`src/rtl/score_tracker_pkg.sv`:
```
// Shared types for the score tracker: FSM states, BCD time, helpers.
// Optional display blink is enabled with SCORE_TRACKER_BLINK_EN.
package score_tracker_pkg;

  typedef enum logic [1:0] {
    ST_IDLE    = 2'd0,
    ST_COMPARE = 2'd1,
    ST_SHOW    = 2'd2
  } state_e;

  localparam logic [3:0] BCD_BLANK = 4'hF;

  typedef struct packed {
    logic [3:0] c;
    logic [3:0] b;
    logic [3:0] a;
  } bcd_time_t;

  function automatic logic bcd_time_ok(bcd_time_t t);
    return (t.a <= 4'd9) && (t.b <= 4'd9) && (t.c <= 4'd9);
  endfunction

  // Two-digit BCD increment that sticks at 99.
  function automatic logic [7:0] bcd_inc_sat(logic [7:0] v);
    if (v == 8'h99)
      return v;
    if (v[3:0] == 4'd9)
      return {v[7:4] + 4'd1, 4'd0};
    return {v[7:4], v[3:0] + 4'd1};
  endfunction

endpackage

```
`src/rtl/score_tracker_bcd_time_lt.sv`:
```
// Strict less-than for 3-digit BCD times.
// Compared hundreds first, then tens, then ones.
module bcd_time_lt
  import score_tracker_pkg::*;
(
  input  logic [11:0] lhs_i,
  input  logic [11:0] rhs_i,
  output logic        lt_o
);

  bcd_time_t l;
  bcd_time_t r;

  assign l = lhs_i;
  assign r = rhs_i;

  always_comb begin
    lt_o = 1'b0;
    if (l.c != r.c)
      lt_o = l.c < r.c;
    else if (l.b != r.b)
      lt_o = l.b < r.b;
    else
      lt_o = l.a < r.a;
  end

endmodule

```
`src/rtl/score_tracker.sv`:
```
// Reaction-time score tracker: keeps last/best BCD time and attempt count.
// Define SCORE_TRACKER_BLINK_EN to blink a new best during SHOW.
module score_tracker
  import score_tracker_pkg::*;
#(
  parameter int HOLD_CYCLES  = 50_000_000,
  parameter int BLINK_CYCLES = 12_500_000
) (
  input  logic       clk,
  input  logic       rst,
  input  logic       score_valid,
  input  logic [3:0] score_a,
  input  logic [3:0] score_b,
  input  logic [3:0] score_c,
  input  logic       show_best,
  output logic [3:0] disp_a,
  output logic [3:0] disp_b,
  output logic [3:0] disp_c,
  output logic [7:0] attempts,
  output logic       new_best,
  output logic [9:0] LEDR,
  output logic       busy,
  output logic       err
);

  localparam int HW = (HOLD_CYCLES > 1) ? $clog2(HOLD_CYCLES) : 1;
  localparam logic [HW-1:0] HOLD_LAST = HW'(HOLD_CYCLES - 1);

  state_e         state_q;
  bcd_time_t      last_q;
  bcd_time_t      best_q;
  logic [7:0]     att_q;
  logic           err_q;
  logic           nb_q;
  logic [HW-1:0]  hold_q;
  logic           last_lt_best;
  bcd_time_t      disp_d;

  bcd_time_lt u_lt (
    .lhs_i (last_q),
    .rhs_i (best_q),
    .lt_o  (last_lt_best)
  );

  always_ff @(posedge clk) begin
    if (rst) begin
      state_q <= ST_IDLE;
      last_q  <= '0;
      best_q  <= '0;
      att_q   <= '0;
      err_q   <= 1'b0;
      nb_q    <= 1'b0;
      hold_q  <= '0;
    end else begin
      nb_q <= 1'b0;
      unique case (state_q)
        ST_IDLE: begin
          if (score_valid) begin
            last_q  <= {score_c, score_b, score_a};
            state_q <= ST_COMPARE;
          end
        end
        ST_COMPARE: begin
          if (score_valid)
            err_q <= 1'b1;
          if (!bcd_time_ok(last_q)) begin
            err_q   <= 1'b1;
            state_q <= ST_IDLE;
          end else begin
            // Attempts of 00 means no best exists yet.
            if (att_q == 8'h00 || last_lt_best) begin
              best_q <= last_q;
              nb_q   <= 1'b1;
            end
            att_q   <= bcd_inc_sat(att_q);
            hold_q  <= '0;
            state_q <= ST_SHOW;
          end
        end
        ST_SHOW: begin
          if (score_valid)
            err_q <= 1'b1;
          if (hold_q == HOLD_LAST)
            state_q <= ST_IDLE;
          else
            hold_q <= hold_q + 1'b1;
        end
        default: state_q <= ST_IDLE;
      endcase
    end
  end

`ifdef SCORE_TRACKER_BLINK_EN
  localparam int BW = (BLINK_CYCLES > 1) ? $clog2(BLINK_CYCLES) : 1;
  localparam logic [BW-1:0] BLINK_LAST = BW'(BLINK_CYCLES - 1);

  logic [BW-1:0] blink_q;
  logic          blank_q;
  logic          blink_on_q;

  always_ff @(posedge clk) begin
    if (rst) begin
      blink_q    <= '0;
      blank_q    <= 1'b0;
      blink_on_q <= 1'b0;
    end else if (state_q == ST_COMPARE) begin
      blink_q    <= '0;
      blank_q    <= 1'b0;
      blink_on_q <= bcd_time_ok(last_q) &&
                    (att_q == 8'h00 || last_lt_best);
    end else if (state_q == ST_SHOW) begin
      if (blink_q == BLINK_LAST) begin
        blink_q <= '0;
        blank_q <= ~blank_q;
      end else begin
        blink_q <= blink_q + 1'b1;
      end
    end
  end

  always_comb begin
    disp_d = show_best ? best_q : last_q;
    if (state_q == ST_SHOW && blink_on_q)
      disp_d = blank_q ? {3{BCD_BLANK}} : best_q;
  end
`else
  always_comb begin
    disp_d = show_best ? best_q : last_q;
  end
`endif

  assign disp_a   = disp_d.a;
  assign disp_b   = disp_d.b;
  assign disp_c   = disp_d.c;
  assign attempts = att_q;
  assign new_best = nb_q;
  assign err      = err_q;
  assign busy     = (state_q != ST_IDLE);
  assign LEDR     = {busy, err_q, att_q};

endmodule

```
`config.mk`:
```
export PLATFORM = sky130hd
export DESIGN_NAME = score_tracker
export DESIGN_NICKNAME = d
export VERILOG_FILES = /design/src/rtl/score_tracker_pkg.sv /design/src/rtl/score_tracker_bcd_time_lt.sv /design/src/rtl/score_tracker.sv
export SDC_FILE = /design/constraint.sdc
export NUM_CORES = 1
export LEC_CHECK = 0
export ABC_AREA = 1
export BUFFER_PORTS_ARGS = -buffer_cell sky130_fd_sc_hd__buf_2
export CAP_MARGIN = 15
export CORE_AREA = 2 2 92 85
export DETAILED_ROUTE_END_ITERATION = 6
export DIE_AREA = 0 0 94 87
export HOLD_SLACK_MARGIN = 0.08
export PLACE_DENSITY = 0.75
export SYNTH_ARGS = -nofsm -noshare
export SYNTH_HDL_FRONTEND = slang
export SYNTH_SLANG_ARGS = --single-unit
```
`constraint.sdc`:
```
create_clock -name clk -period 3.55 [get_ports clk]
set_clock_uncertainty 0.1 [all_clocks]
set_input_delay 0.355 -clock clk [delete_from_list [all_inputs] [get_ports clk]]
set_output_delay 0.355 -clock clk [all_outputs]
set_load 0.05 [all_outputs]
```
==> out/metrics.yaml <==
drive_above_1_share: 0.116
powerDensity_mw_per_mm2: 746
finalWirelength_um: 8750
tightest_slew_ns: 0.892
dr.pass1.iters: 4
utilization: 0.574
fillers: 715
cts_tree: "built"
fp-row-count: 30
portBuffers: 48
antenna_found_initial: 0
cts.sinks: 62
synth-async-reset-ratio: 0
cts_setup_buffers: 0
track_usage: 0.223
rsz0062_at_grt: "false"
yosysUniqueCellTypes: 31
dieHeight_um: 87
synth-seq-cells: 62
outcome: "completed"
setup_violations: 0
gp_congestion: 0.906
endpoint_kind: "flip-flop"
finalMaxSlewViolations: 0
first_global_vias: 3245
drt_iter0_markers: 237
clk_pin_slew_ns: 0.07
avgSynthCellArea_um2: 6.37
holdCritPathClass: "in -> reg"
wl_per_cell_um: 11.9
clockBufferDepth: 2
crit_type: "reg -> reg"
cts_inserted_buffers: 9
drc: 0
synth.area.top_cells: "dfxtp_1 (32%), nand2_1 (15%), nor2_1 (9.6%)"
hold_violations: 0
cts_resized: 0
routed_via_density: 5.28
crit_family: "simple AND/OR/NAND/NOR gates"
crit_fanout: 25
num_antenna_cells: 0
drtAntennaViolNets: 0
core_mm2: 0.00732
netlist_area_mm2: 0.00386
htreeDepth: 3
crit_top_cell: "nand2_1"
ctsHoldBuffers: 0
ys_warn_count: 0
initial_utilization: 0.527
max_stage_delay_ns: 0.60
yosys.area.top_type: "dfxtp_1"
required_ns: 3.68
slowest_stage: "nand2_1"
die_w_um: 94
drv_cap: 0
ir_worst_vdd_mv: 0.613
synth_ff_type: "dfxtp_1"
layout_min_cycle_time_ns: 2.35
areaGrowthSynthToFinish_pct: 9.02
synth_nets: 640
grt_pass1_wl_um: 14500
startpoint_type: "flip-flop"
worstPathArrival_ns: 2.47
hpwl_um: 6220
grt_max_degree: 33
max_freq_mhz: 426
syn-instance-count: 605
slew_headroom: 0.405
root_buffer: "clkbuf_8"
clkLatencyLatePin_ns: 0.34
yosysSeqAreaShare: 0.322
grt-ovfl-total: 0
nNetsFinal: 668
pin_count: 49
yosysTopAreaCellShare: 0.322
crit_path_cell_trace: "inv_1 > ha_1 > nand2_1 > nor2_1 > and2_1 > nand2_1 > nand2_1 > nand2_1 > nand2_1 > nand3_1 > nand2_1 > nor2_1"
power.leakage_nw: 1.71
fin_crit_sh: 0.661
dieArea_mm2: 0.00818
worst-path-buf-inv: 1
fin_setup_tns_ns: 0
synth-edff-count: 0
dr_total_vias: 3871
kinds of logic after synthesis:
logic type | share of synthesized area
compound gates | 0.136
fa+ha+maj | 0.0616
flops | 0.322
xor+xnor | 0.0227
buf+inv | 0.115
simple gates | 0.342
worst register-to-register path: stages (launching register included):
cell     delay (ns)
dfxtp_1        0.36
inv_1          0.06
ha_1           0.28
nand2_1        0.06
nor2_1         0.16
and2_1         0.15
nand2_1        0.05
nand2_1        0.05
nand2_1        0.05
nand2_1        0.60
nand3_1        0.14
nand2_1        0.11
nor2_1         0.07
state kept, by name (all words and copies together), names as in the netlist:
name / flops
attempts: 8
last_q: 12
hold_q: 26
state_q: 2
err: 1
best_q: 12
new_best: 1
worst paths after layout:
| path | from | to | slack (ns) | cells past startpoint |
|---|---|---|---|---|
| min | score_c[0] | last_q[8]$_SDFFE_PP0P_ | 0.19 | 3 |
| max reg2reg | best_q[7]$_SDFFE_PP0P_ | best_q[5]$_SDFFE_PP0P_ | 1.20 | 12 |
| min reg2reg | err$_SDFFE_PP0P_ | err$_SDFFE_PP0P_ | 0.37 | 2 |
| max | best_q[7]$_SDFFE_PP0P_ | best_q[5]$_SDFFE_PP0P_ | 1.20 | 12 |
per-stage QoR:
step,total power [W],hold slack (ns),cells,instance area [um2],setup WS (ns)
6_report,0.00313,0.193,733,4200,1.20
5_1_grt,0.00338,0.190,733,4200,0.916
4_1_cts,0.00314,0.178,733,4200,1.23
3_5_place_dp,0.00258,0.358,718,4030,1.26
3_3_place_gp,0.00253,0.352,718,4030,1.29
2_1_floorplan,0.00234,0.364,605,3860,1.46
cell usage after synthesis (3+ instances only):
| cell type | instances |
|---|---|
| nor2_1 | 99 |
| nand3_1 | 40 |
| a21oi_1 | 54 |
| clkbuf_1 | 9 |
| inv_1 | 65 |
| buf_2 | 4 |
| o21bai_1 | 3 |
| ha_1 | 19 |
| buf_4 | 13 |
| o21ai_0 | 37 |
| buf_6 | 3 |
| dfxtp_1 | 62 |
| nand4_1 | 11 |
| nor3_1 | 6 |
| buf_1 | 3 |
| nand2_1 | 151 |
| xor2_1 | 10 |
cell usage in the layout (no fill, tap or decap), drive strengths merged:
cell type,netlist,layout
xor2,10,10
and2,2,2
a21oi,54,54
inv,66,66
clkinv,0,3
o211ai,1,1
clkbuf,9,11
o21ai,38,38
a21boi,1,1
buf,23,49
nand3,41,41
ha,19,19
nor3b,1,1
clkinvlp,0,1
o2111ai,1,1
o21bai,3,3
dfxtp,62,62
nand4,11,11
nor2,102,102
nand2,154,154
nor3,6,6
a21o,1,1
power by group:
part | switching (W) | internal [W] | leakage (nW)
sequential | 0.000101 | 0.000838 | 0.505
clock | 0.000274 | 0.000284 | 0.0910
combinational | 0.00119 | 0.000448 | 1.11
cell type report:
type	count	area, um2	area share
Inverter	66	248	0.0589
Sequential cell	62	1240	0.295
Tap cell	96	120	0.0286
Clock buffer	11	151	0.0360
Multi-Input combinational cell	445	2170	0.517
Clock inverter	4	22.5	0.00536
Timing Repair Buffer	49	248	0.0589
per-layer routing:
layer	part of all wire	track usage	up-vias
li1	-	-	1975
met5	0	0	-
met2	0.45	0.345	126
met3	0.060	0.0355	17
met1	0.47	0.307	1753
met4	0.024	0.101	0
Note: power is estimated with default switching activity, not from simulation.
